### config.mk
export PLATFORM = sky130hd
export DESIGN_NAME = ac_motor_ramp_ctrl
export DESIGN_NICKNAME = d
export VERILOG_FILES = /design/src/rtl/ac_motor_ramp_ctrl.sv
export SDC_FILE = /design/constraint.sdc
export NUM_CORES = 1
export LEC_CHECK = 0
export ABC_AREA = 1
export CORE_ASPECT_RATIO = 0.8
export CORE_MARGIN = 2
export CORE_UTILIZATION = 30
export CTS_CLUSTER_SIZE = 28
export DETAILED_ROUTE_END_ITERATION = 6
export PLACE_DENSITY = 0.59
export SKIP_LAST_GASP = 1
export SLEW_MARGIN = 20
export SYNTH_ARGS = -nofsm -noshare
export SYNTH_HDL_FRONTEND = slang
export SYNTH_SLANG_ARGS = --single-unit
### constraint.sdc
create_clock -name clk -period 10.68 [get_ports clk]
set_input_delay 2.136 -clock clk [delete_from_list [all_inputs] [get_ports clk]]
set_output_delay 2.136 -clock clk [all_outputs]
set_load 0.02 [all_outputs]
### src/rtl/ac_motor_ramp_ctrl.sv
`timescale 1ns/1ps
`default_nettype none
// ============================================================================
// Module      : ac_motor_ramp_ctrl
// Description : Command sequencer for the AC_MOTOR drive. It applies soft-start
//               and soft-stop ramps, a dead-time on reversal, and an
//               overcurrent trip.
// Revision    : 1.0 - initial release
// ============================================================================
module ac_motor_ramp_ctrl #(
  parameter int STEP_DIV    = 1000,
  parameter int STEP        = 1,
  parameter int DEAD_CYCLES = 500,
  parameter int TRIP_COUNT  = 3
) (
  input  logic        clk,
  input  logic        reset_n,
  input  logic        cmd_valid,
  output logic        cmd_ready,
  input  logic [1:0]  cmd_dir,
  input  logic [11:0] cmd_frequency,
  input  logic [11:0] cmd_amplitude,
  input  logic [11:0] adc,
  input  logic        adc_latch,
  input  logic [11:0] adc_cmp,
  input  logic        fault_clr,
  output logic        enable,
  output logic        cw,
  output logic        ccw,
  output logic [11:0] frequency,
  output logic [11:0] amplitude,
  output logic        fault,
  output logic        busy
);

  localparam int c_pre_w  = (STEP_DIV > 1) ? $clog2(STEP_DIV) : 1;
  localparam int c_dead_w = (DEAD_CYCLES > 1) ? $clog2(DEAD_CYCLES) : 1;
  localparam int c_trip_w = $clog2(TRIP_COUNT + 1);

  localparam logic [c_pre_w-1:0]  c_pre_last  = c_pre_w'(STEP_DIV - 1);
  localparam logic [c_dead_w-1:0] c_dead_last = c_dead_w'(DEAD_CYCLES - 1);
  localparam logic [c_trip_w-1:0] c_trip_lim  = c_trip_w'(TRIP_COUNT);
  localparam logic [12:0]         c_step      = 13'(STEP);

  localparam logic [2:0] S_IDLE      = 3'd0;
  localparam logic [2:0] S_RAMP      = 3'd1;
  localparam logic [2:0] S_RUN       = 3'd2;
  localparam logic [2:0] S_RAMP_DOWN = 3'd3;
  localparam logic [2:0] S_DEAD      = 3'd4;
  localparam logic [2:0] S_FAULT     = 3'd5;

  logic [2:0]          r_state, w_state_nxt;
  logic [c_pre_w-1:0]  r_pre, w_pre_nxt;
  logic [c_dead_w-1:0] r_dead, w_dead_nxt;
  logic [c_trip_w-1:0] r_trip, w_trip_nxt;
  logic                r_latch_d;
  logic                r_enable, w_enable_nxt;
  logic                r_cw, w_cw_nxt;
  logic                r_ccw, w_ccw_nxt;
  logic [11:0]         r_freq, w_freq_nxt;
  logic [11:0]         r_amp, w_amp_nxt;
  logic [11:0]         r_tgt_f, w_tgt_f_nxt;
  logic [11:0]         r_tgt_a, w_tgt_a_nxt;
  logic [11:0]         r_pend_f, w_pend_f_nxt;
  logic [11:0]         r_pend_a, w_pend_a_nxt;
  logic [1:0]          r_pend_dir, w_pend_dir_nxt;

  logic w_tick, w_accept, w_trip, w_sample, w_over;
  logic w_cmd_cw, w_cmd_ccw, w_cmd_run, w_same_dir, w_pend_run, w_at_zero;

  assign w_tick     = (r_pre == c_pre_last);
  assign w_accept   = cmd_valid && cmd_ready;
  assign w_trip     = (r_trip == c_trip_lim);
  assign w_sample   = adc_latch && !r_latch_d && r_enable;
  assign w_over     = (adc > adc_cmp);
  assign w_cmd_cw   = (cmd_dir == 2'b01);
  assign w_cmd_ccw  = (cmd_dir == 2'b10);
  assign w_cmd_run  = w_cmd_cw || w_cmd_ccw;
  assign w_same_dir = (w_cmd_cw && r_cw) || (w_cmd_ccw && r_ccw);
  assign w_pend_run = (r_pend_dir == 2'b01) || (r_pend_dir == 2'b10);
  assign w_at_zero  = (r_freq == 12'd0) && (r_amp == 12'd0);

  // One ramp step toward the target; 13-bit math keeps it clamped and wrap-free.
  function automatic logic [11:0] f_ramp(input logic [11:0] cur, input logic [11:0] tgt);
    logic [12:0] w_cur, w_tgt, w_res;
    w_cur = {1'b0, cur};
    w_tgt = {1'b0, tgt};
    w_res = w_tgt;
    if (w_cur < w_tgt) begin
      if ((w_tgt - w_cur) > c_step) w_res = w_cur + c_step;
    end else if (w_cur > w_tgt) begin
      if ((w_cur - w_tgt) > c_step) w_res = w_cur - c_step;
    end
    return w_res[11:0];
  endfunction

  // State and datapath registers
  always_ff @(posedge clk or negedge reset_n) begin
    if (!reset_n) begin
      r_state    <= S_IDLE;
      r_pre      <= '0;
      r_dead     <= '0;
      r_trip     <= '0;
      r_latch_d  <= 1'b0;
      r_enable   <= 1'b0;
      r_cw       <= 1'b0;
      r_ccw      <= 1'b0;
      r_freq     <= '0;
      r_amp      <= '0;
      r_tgt_f    <= '0;
      r_tgt_a    <= '0;
      r_pend_f   <= '0;
      r_pend_a   <= '0;
      r_pend_dir <= '0;
    end else begin
      r_state    <= w_state_nxt;
      r_pre      <= w_pre_nxt;
      r_dead     <= w_dead_nxt;
      r_trip     <= w_trip_nxt;
      r_latch_d  <= adc_latch;
      r_enable   <= w_enable_nxt;
      r_cw       <= w_cw_nxt;
      r_ccw      <= w_ccw_nxt;
      r_freq     <= w_freq_nxt;
      r_amp      <= w_amp_nxt;
      r_tgt_f    <= w_tgt_f_nxt;
      r_tgt_a    <= w_tgt_a_nxt;
      r_pend_f   <= w_pend_f_nxt;
      r_pend_a   <= w_pend_a_nxt;
      r_pend_dir <= w_pend_dir_nxt;
    end
  end

  // Next-state logic
  always_comb begin
    w_state_nxt = r_state;
    if (w_trip) begin
      w_state_nxt = S_FAULT;
    end else begin
      case (r_state)
        S_IDLE: begin
          if (w_accept && w_cmd_run && (cmd_frequency != 12'd0)) w_state_nxt = S_RAMP;
        end
        S_RAMP: begin
          if (w_accept && w_same_dir) w_state_nxt = S_RAMP;
          else if (w_accept) w_state_nxt = S_RAMP_DOWN;
          else if ((w_freq_nxt == r_tgt_f) && (w_amp_nxt == r_tgt_a)) w_state_nxt = S_RUN;
        end
        S_RUN: begin
          if (w_accept && w_same_dir) w_state_nxt = S_RAMP;
          else if (w_accept) w_state_nxt = S_RAMP_DOWN;
        end
        S_RAMP_DOWN: begin
          if (w_at_zero) w_state_nxt = w_pend_run ? S_DEAD : S_IDLE;
        end
        S_DEAD: begin
          if (r_dead == c_dead_last) w_state_nxt = S_RAMP;
        end
        S_FAULT: begin
          if (fault_clr) w_state_nxt = S_IDLE;
        end
        default: w_state_nxt = S_IDLE;
      endcase
    end
  end

  // Output and datapath next values
  always_comb begin
    w_pre_nxt      = w_tick ? '0 : r_pre + 1'b1;
    w_dead_nxt     = '0;
    w_enable_nxt   = r_enable;
    w_cw_nxt       = r_cw;
    w_ccw_nxt      = r_ccw;
    w_tgt_f_nxt    = r_tgt_f;
    w_tgt_a_nxt    = r_tgt_a;
    w_pend_f_nxt   = r_pend_f;
    w_pend_a_nxt   = r_pend_a;
    w_pend_dir_nxt = r_pend_dir;

    case (r_state)
      S_IDLE: begin
        if (w_accept && w_cmd_run && (cmd_frequency != 12'd0)) begin
          w_enable_nxt = 1'b1;
          w_cw_nxt     = w_cmd_cw;
          w_ccw_nxt    = w_cmd_ccw;
          w_tgt_f_nxt  = cmd_frequency;
          w_tgt_a_nxt  = cmd_amplitude;
        end
      end
      S_RAMP, S_RUN: begin
        if (w_accept && w_same_dir) begin
          w_tgt_f_nxt = cmd_frequency;
          w_tgt_a_nxt = cmd_amplitude;
        end else if (w_accept) begin
          w_pend_dir_nxt = cmd_dir;
          w_pend_f_nxt   = cmd_frequency;
          w_pend_a_nxt   = cmd_amplitude;
          w_tgt_f_nxt    = '0;
          w_tgt_a_nxt    = '0;
        end
      end
      S_RAMP_DOWN: begin
        if (w_at_zero) begin
          w_enable_nxt = 1'b0;
          w_cw_nxt     = 1'b0;
          w_ccw_nxt    = 1'b0;
        end
      end
      S_DEAD: begin
        w_dead_nxt = r_dead + 1'b1;
        if (r_dead == c_dead_last) begin
          w_dead_nxt   = '0;
          w_enable_nxt = 1'b1;
          w_cw_nxt     = (r_pend_dir == 2'b01);
          w_ccw_nxt    = (r_pend_dir == 2'b10);
          w_tgt_f_nxt  = r_pend_f;
          w_tgt_a_nxt  = r_pend_a;
        end
      end
      default: ;
    endcase

    // Step toward the target as it will be after this edge
    w_freq_nxt = w_tick ? f_ramp(r_freq, w_tgt_f_nxt) : r_freq;
    w_amp_nxt  = w_tick ? f_ramp(r_amp, w_tgt_a_nxt) : r_amp;

    if (w_trip) begin
      w_enable_nxt = 1'b0;
      w_cw_nxt     = 1'b0;
      w_ccw_nxt    = 1'b0;
      w_freq_nxt   = '0;
      w_amp_nxt    = '0;
      w_tgt_f_nxt  = '0;
      w_tgt_a_nxt  = '0;
      w_dead_nxt   = '0;
    end

    w_trip_nxt = r_trip;
    if (w_trip || (r_state == S_IDLE) || (r_state == S_DEAD) || (r_state == S_FAULT))
      w_trip_nxt = '0;
    else if (w_sample)
      w_trip_nxt = w_over ? r_trip + 1'b1 : '0;
  end

  assign enable    = r_enable;
  assign cw        = r_cw;
  assign ccw       = r_ccw;
  assign frequency = r_freq;
  assign amplitude = r_amp;
  assign fault     = (r_state == S_FAULT);
  assign busy      = (r_state != S_IDLE) && (r_state != S_RUN);
  assign cmd_ready = (r_state == S_IDLE) || (r_state == S_RAMP) || (r_state == S_RUN);

endmodule
`default_nettype wire

Yosys cells after proc, flatten, opt, wreduce, memory -nomap -nowiden:

Cells that the tools add are included.

* input bits: 55
* register bits: 102
* word-level logic and storage cells: 144
* output and inout port bits: 30

* bitwise operators: 1
* equality and inequality tests: 21
* $lt $le $gt $ge: 9
* reductions and logical operators: 31
* add/subtract/negate cells: 11
* muxes and demuxes: 56

Operators by type and width (count)
* 12-bit two-way mux: 22
* 12-bit case mux with 3 select lines: 2
* 13-bit by 1-bit greater-than comparator with 1-bit output (second input constant): 4
* 12-bit by 12-bit subtractor with 13-bit output: 4
* 12-bit greater-than comparator: 3
* 3-bit two-way mux: 11
* 9-bit two-way mux: 3
* 12-bit by 1-bit adder with 12-bit output (second input constant): 2
* 12-bit equality test: 2
* 12-bit zero test: 2
* 12-bit < comparator: 2
* 12-bit by 1-bit subtractor with 12-bit output (second input constant): 2
* 3-bit case mux with 6 select lines: 1
* 12-bit nonzero test: 1
* 1-bit logical AND: 11
* 10-bit by 1-bit adder with 10-bit output (second input constant): 1
* 10-bit equality test (second input constant): 1
* 1-bit two-way mux: 10
* 10-bit two-way mux: 1
* 9-bit by 1-bit adder with 9-bit output (second input constant): 1
* 9-bit equality test (second input constant): 1
* 3-bit != test (second input constant): 3
* 1-bit case mux with 3 select lines: 3
* 1-bit logical OR: 8
* 20 further kinds: 28

Logic depth before layout (Yosys ltp):

* word-level depth: 22
* depth in mapped cells: 41

Least setup slack after synthesis:

OpenSTA, ideal clock, no wires.

* kind: input port to flip-flop
* start point: input port cmd_dir[1]
* end point: register r_state[0]
* stages on the path: 37
* buffers on the path: 2
* slack: 4.976 ns
* setup time: 0.117 ns
* arrival time: 5.587 ns
* cells stage by stage: inv_1 ha_1 a22o_1 inv_1 nor2_1 nand2_1 nand2_2 buf_2 nand2_1 o21ai_0 nor2_2 ha_1 inv_1 fa_1 nand3_1 nand3_2 nand2_1 nand3_1 nor2_1 nand2_1 nor2_4 nand4_4 buf_6 nand2_1 nand3_1 nand3_2 nand2_1 nand2_1 nand2_1 nor2_1 nand2_1 nor2_1 nand3_1 nand2_2 nand2_1 nand2_1 nand2_1

* longest elaborated chain between the ends: 17
* elaborated cells between the ends (all ways): 50
* those cells by class: add/sub: 4; order compare: 8; eq/ne: 7; mux: 22; reduce/logical: 9

Ends and longest elaborated chain
* start, declared: RTL line 20 `input logic [1:0] cmd_dir,`
* 2-bit by 1-bit equality test with 1-bit output / 2-bit equality test (equally long branches): RTL line 76, 77
* 1-bit logical AND / 1-bit logical OR (equally long branches): RTL line 79, 78
* 1-bit logical OR / 1-bit logical AND (equally long branches): RTL line 79, 142, 182
* 1-bit logical AND (on tied branches)
* 12-bit two-way mux (on tied branches): RTL line 191, 182
* 12-bit case mux with 3 select lines: RTL line 180 `case (r_state)`
* 12-bit by 12-bit subtractor with 13-bit output: RTL line 92 `if ((w_cur - w_tgt) > c_step) w_res = w_cur - c_step;`
* 13-bit by 1-bit greater-than comparator with 1-bit output: RTL line 92
* 12-bit two-way mux: RTL line 92
* 12-bit two-way mux: RTL line 91 `end else if (w_cur > w_tgt) begin`
* 12-bit two-way mux: RTL line 89 `if (w_cur < w_tgt) begin`
* 12-bit two-way mux (on tied branches): RTL line 224, 225
* 12-bit two-way mux: RTL line 227 `if (w_trip) begin`
* 12-bit equality test: RTL line 147 `else if ((w_freq_nxt == r_tgt_f) && (w_amp_nxt == r_tgt_a)) w_state_nxt = S_RUN;`
* 1-bit logical AND: RTL line 147
* 5-bit != test (no line)
* 6-bit AND reduction (no line)
* end signal, assigned: RTL line 116 `r_state <= w_state_nxt;`
* end, declared: RTL line 52 `logic [2:0] r_state, w_state_nxt;`

Parallel ways exist; a longest one is shown, timed or not.
A chain may end at the register's enable or synchronous reset.

Worst setup path in the final report:

* start point: input port cmd_dir[0]
* end point: register r_state[0]

Same word-level chain as after synthesis.

==> metrics <==
Critical Path Most Common Cell nand2_1; CTS Sinks between 100 and 150; sequential share of the synthesized area ~24%; final core utilization roughly a third; placer congestion estimate around 0.91; row count 61; Power Density 321 nW/um^2; Hold/Removal Path Class register to register; slowest cell on the critical path ha_1; WP data required roughly 11000 ps; # port buffers between 80 and 90; unrepaired setup endpoints after global routing false; nets 1915; Final Max Slew Viols 0; peak fanout along the critical path 13; CP Buf/Inv Count 6; Final period util 72.9%; DR iter-0 viols approximately 1200; Slew Limit Headroom around a third; outcome finished clean; Clock transition at path regs around 80 ps; core area around 35000 um^2; Leak 6.75 nW; CP endpoint kind register; Remaining DRCs 0; HPWL Detailed 27300 um; Starting Density a little over 30%; final worst path period need 7790 ps; Mapped Nets ~1900; CP max stage delay approximately 520 ps; max cap viols 0; Fin. Hold Viols 0; met1 Track Usage GR between 20 and 30%; hold_buf cts 0; Top FF cell, synth dfrtp_1; synthesized cell area roughly 11000 um^2; count of cell types in the netlist 45; f_max roughly 130 MHz; cts repair resizes 0; Ports 85; Pint between 0.0015 and 0.002 W; Yosys reg bits around 100; Die Ht approximately 170 um; largest cells by area after synthesis dfrtp_1 (24%), nand2_1 (19%), nand3_1 (11%), inv_1 (10%), ha_1 (8.6%); clk buf depth 2; CTS tree done; Worst Max-Slew Pin Slew 1010 ps; Post-synth EDFFs 0; detailed-route via count approximately 11000; Max VDD drop between 0.1 and 0.15 mV; clock network fraction of total power under 10%; most frequent cells in the layout nand2_1 (547), inv_1 (287), nand3_1 (231), nor2_1 (121), dfrtp_1 (102); FFs w/ async S/R, synth 100%; WS Path Type input port to register; Clock Tree Root clkbuf_16; fillers a little under 4000; Routed wire per std cell about 15 um; Antenna diodes 0; vias in the first global route a little over 10000; commonest non-fill, non-tap cell in the layout nand2_1; Synthesis Warnings 0; Synth area leader dfrtp_1; global-route wire length before repair ~55000 um; share of cells above drive strength 1 around 6.1%; buffer count from post-CTS setup fixing 0; Sw Pwr between 0.002 and 0.0025 W; Crit path max-delay family simple AND/OR/NAND/NOR gates; Seq pwr share between 10 and 15%; CTS buffer count 9; via density per instance 4.92; initial antenna violation count 0; dpl cell area approximately 12000 um^2; combinational share of power ~77%; Worst Setup Start Kind input port; Fin Setup TNS 0 ps; Synth-to-Final Area Change 14.4%; Max H-tree Level 3; die area approximately 37000 um^2; DR pass1 iterations 6; Syn Area/Cell around 6.1 um^2; final WL between 30000 and 40000 um; fin cells ~2300; switching share of power about three fifths; GR Util met2 approximately 27%; Synth top area share roughly a quarter; largest net degree at the start of global routing between 50 and 60; Cell Count Post-Placement between 2000 and 2500; GR met3 Demand/Resource 3.50%; Setup Viol. Count Final 0; Syn Inst Count 1726; Overflow after GRT 0; CP arrival 8030 ps; Skew-Pair Late Insertion Delay 360 ps; global routing's busiest layer met1; Final Skew ~15 ps; die width between 200 and 250 um; global-route usage over all layers 18.6%; fin area 12100 um^2; Final ANT Viol Nets 0
Yosys cell counts (all sizes together), types with 9 or more instances:
cell type and number:
ha 73, o21ai 37, buf 31, nor3 19
inv 297, nor2 161, dfrtp 102, nand3 239
clkbuf 12, mux2 9, nand4 28, a21oi 81
nand2 561, xor2 35
logic make-up after synthesis:
family | Yosys count | synth area share, %
xor+xnor | 41 | 3.39
fa+ha+maj | 77 | 9.38
compound gates | 134 | 7.00
simple gates | 1019 | 42.2
mux | 9 | 0.957
flops | 102 | 24.1
buf+inv | 344 | 13.0
final timing paths:
check	startpoint	to	slack [ps]	cells after the start
max	cmd_dir[0]	r_state[0]$_DFFE_PN0P_	2890	37
min	r_pre[0]$_DFF_PN0_	r_pre[0]$_DFF_PN0_	460	1
min reg2reg	r_pre[0]$_DFF_PN0_	r_pre[0]$_DFF_PN0_	460	1
max in group asynchronous	reset_n	amplitude[3]$_DFF_PN0_	7700	2
min in group asynchronous	reset_n	r_pend_f[2]$_DFFE_PN0P_	1770	1
max reg2reg	r_dead[0]$_DFF_PN0_	r_state[0]$_DFFE_PN0P_	4630	36
through the flow:
step	setup WS (ps)	total power, W	hold slack [ps]
finish	2890	0.00388	458
global route	2330	0.00427	484
CTS	3030	0.00383	462
detailed placement	2650	0.00348	451
global placement	2680	0.00347	448
floorplan	4980	0.00286	432
metal layers:
metal / vias up / wire [um] / part of all wire [%]
li1: 5522 / - / -
met1: 5097 / 17500 / 51
met2: 476 / 13700 / 40
met3: 27 / 2890 / 8.4
met4: 0 / 210 / 0.61
met5: - / 0 / 0
registers in the layout, summed over array words and instances, names as in the netlist, 2 cells and up:
signal / count
r_pend_dir: 2
r_pend_f: 12
r_tgt_a: 12
r_pend_a: 12
amplitude: 12
r_state: 3
r_pre: 10
frequency: 12
r_dead: 9
r_tgt_f: 12
r_trip: 2
area by class of cell:
cell class | count | area [um^2] | area share [%]
inverter | 301 | 1130 | 9.33
clock buffer | 10 | 229 | 1.89
sequential | 102 | 2550 | 21.1
tap | 472 | 591 | 4.87
timing repair buffer | 89 | 876 | 7.23
multi-input combinational | 1280 | 6670 | 55.1
clock inverter | 6 | 67.6 | 0.558
power by group through the flow:
stage	clock [W]	sequential (W)	combinational (W)
floorplan	0	0.000550	0.00231
global placement	0	0.000567	0.00290
detailed placement	0	0.000565	0.00292
CTS	0.000340	0.000560	0.00293
global route	0.000358	0.000574	0.00334
finish	0.000330	0.000562	0.00299
(Power assumes the default switching activity.)
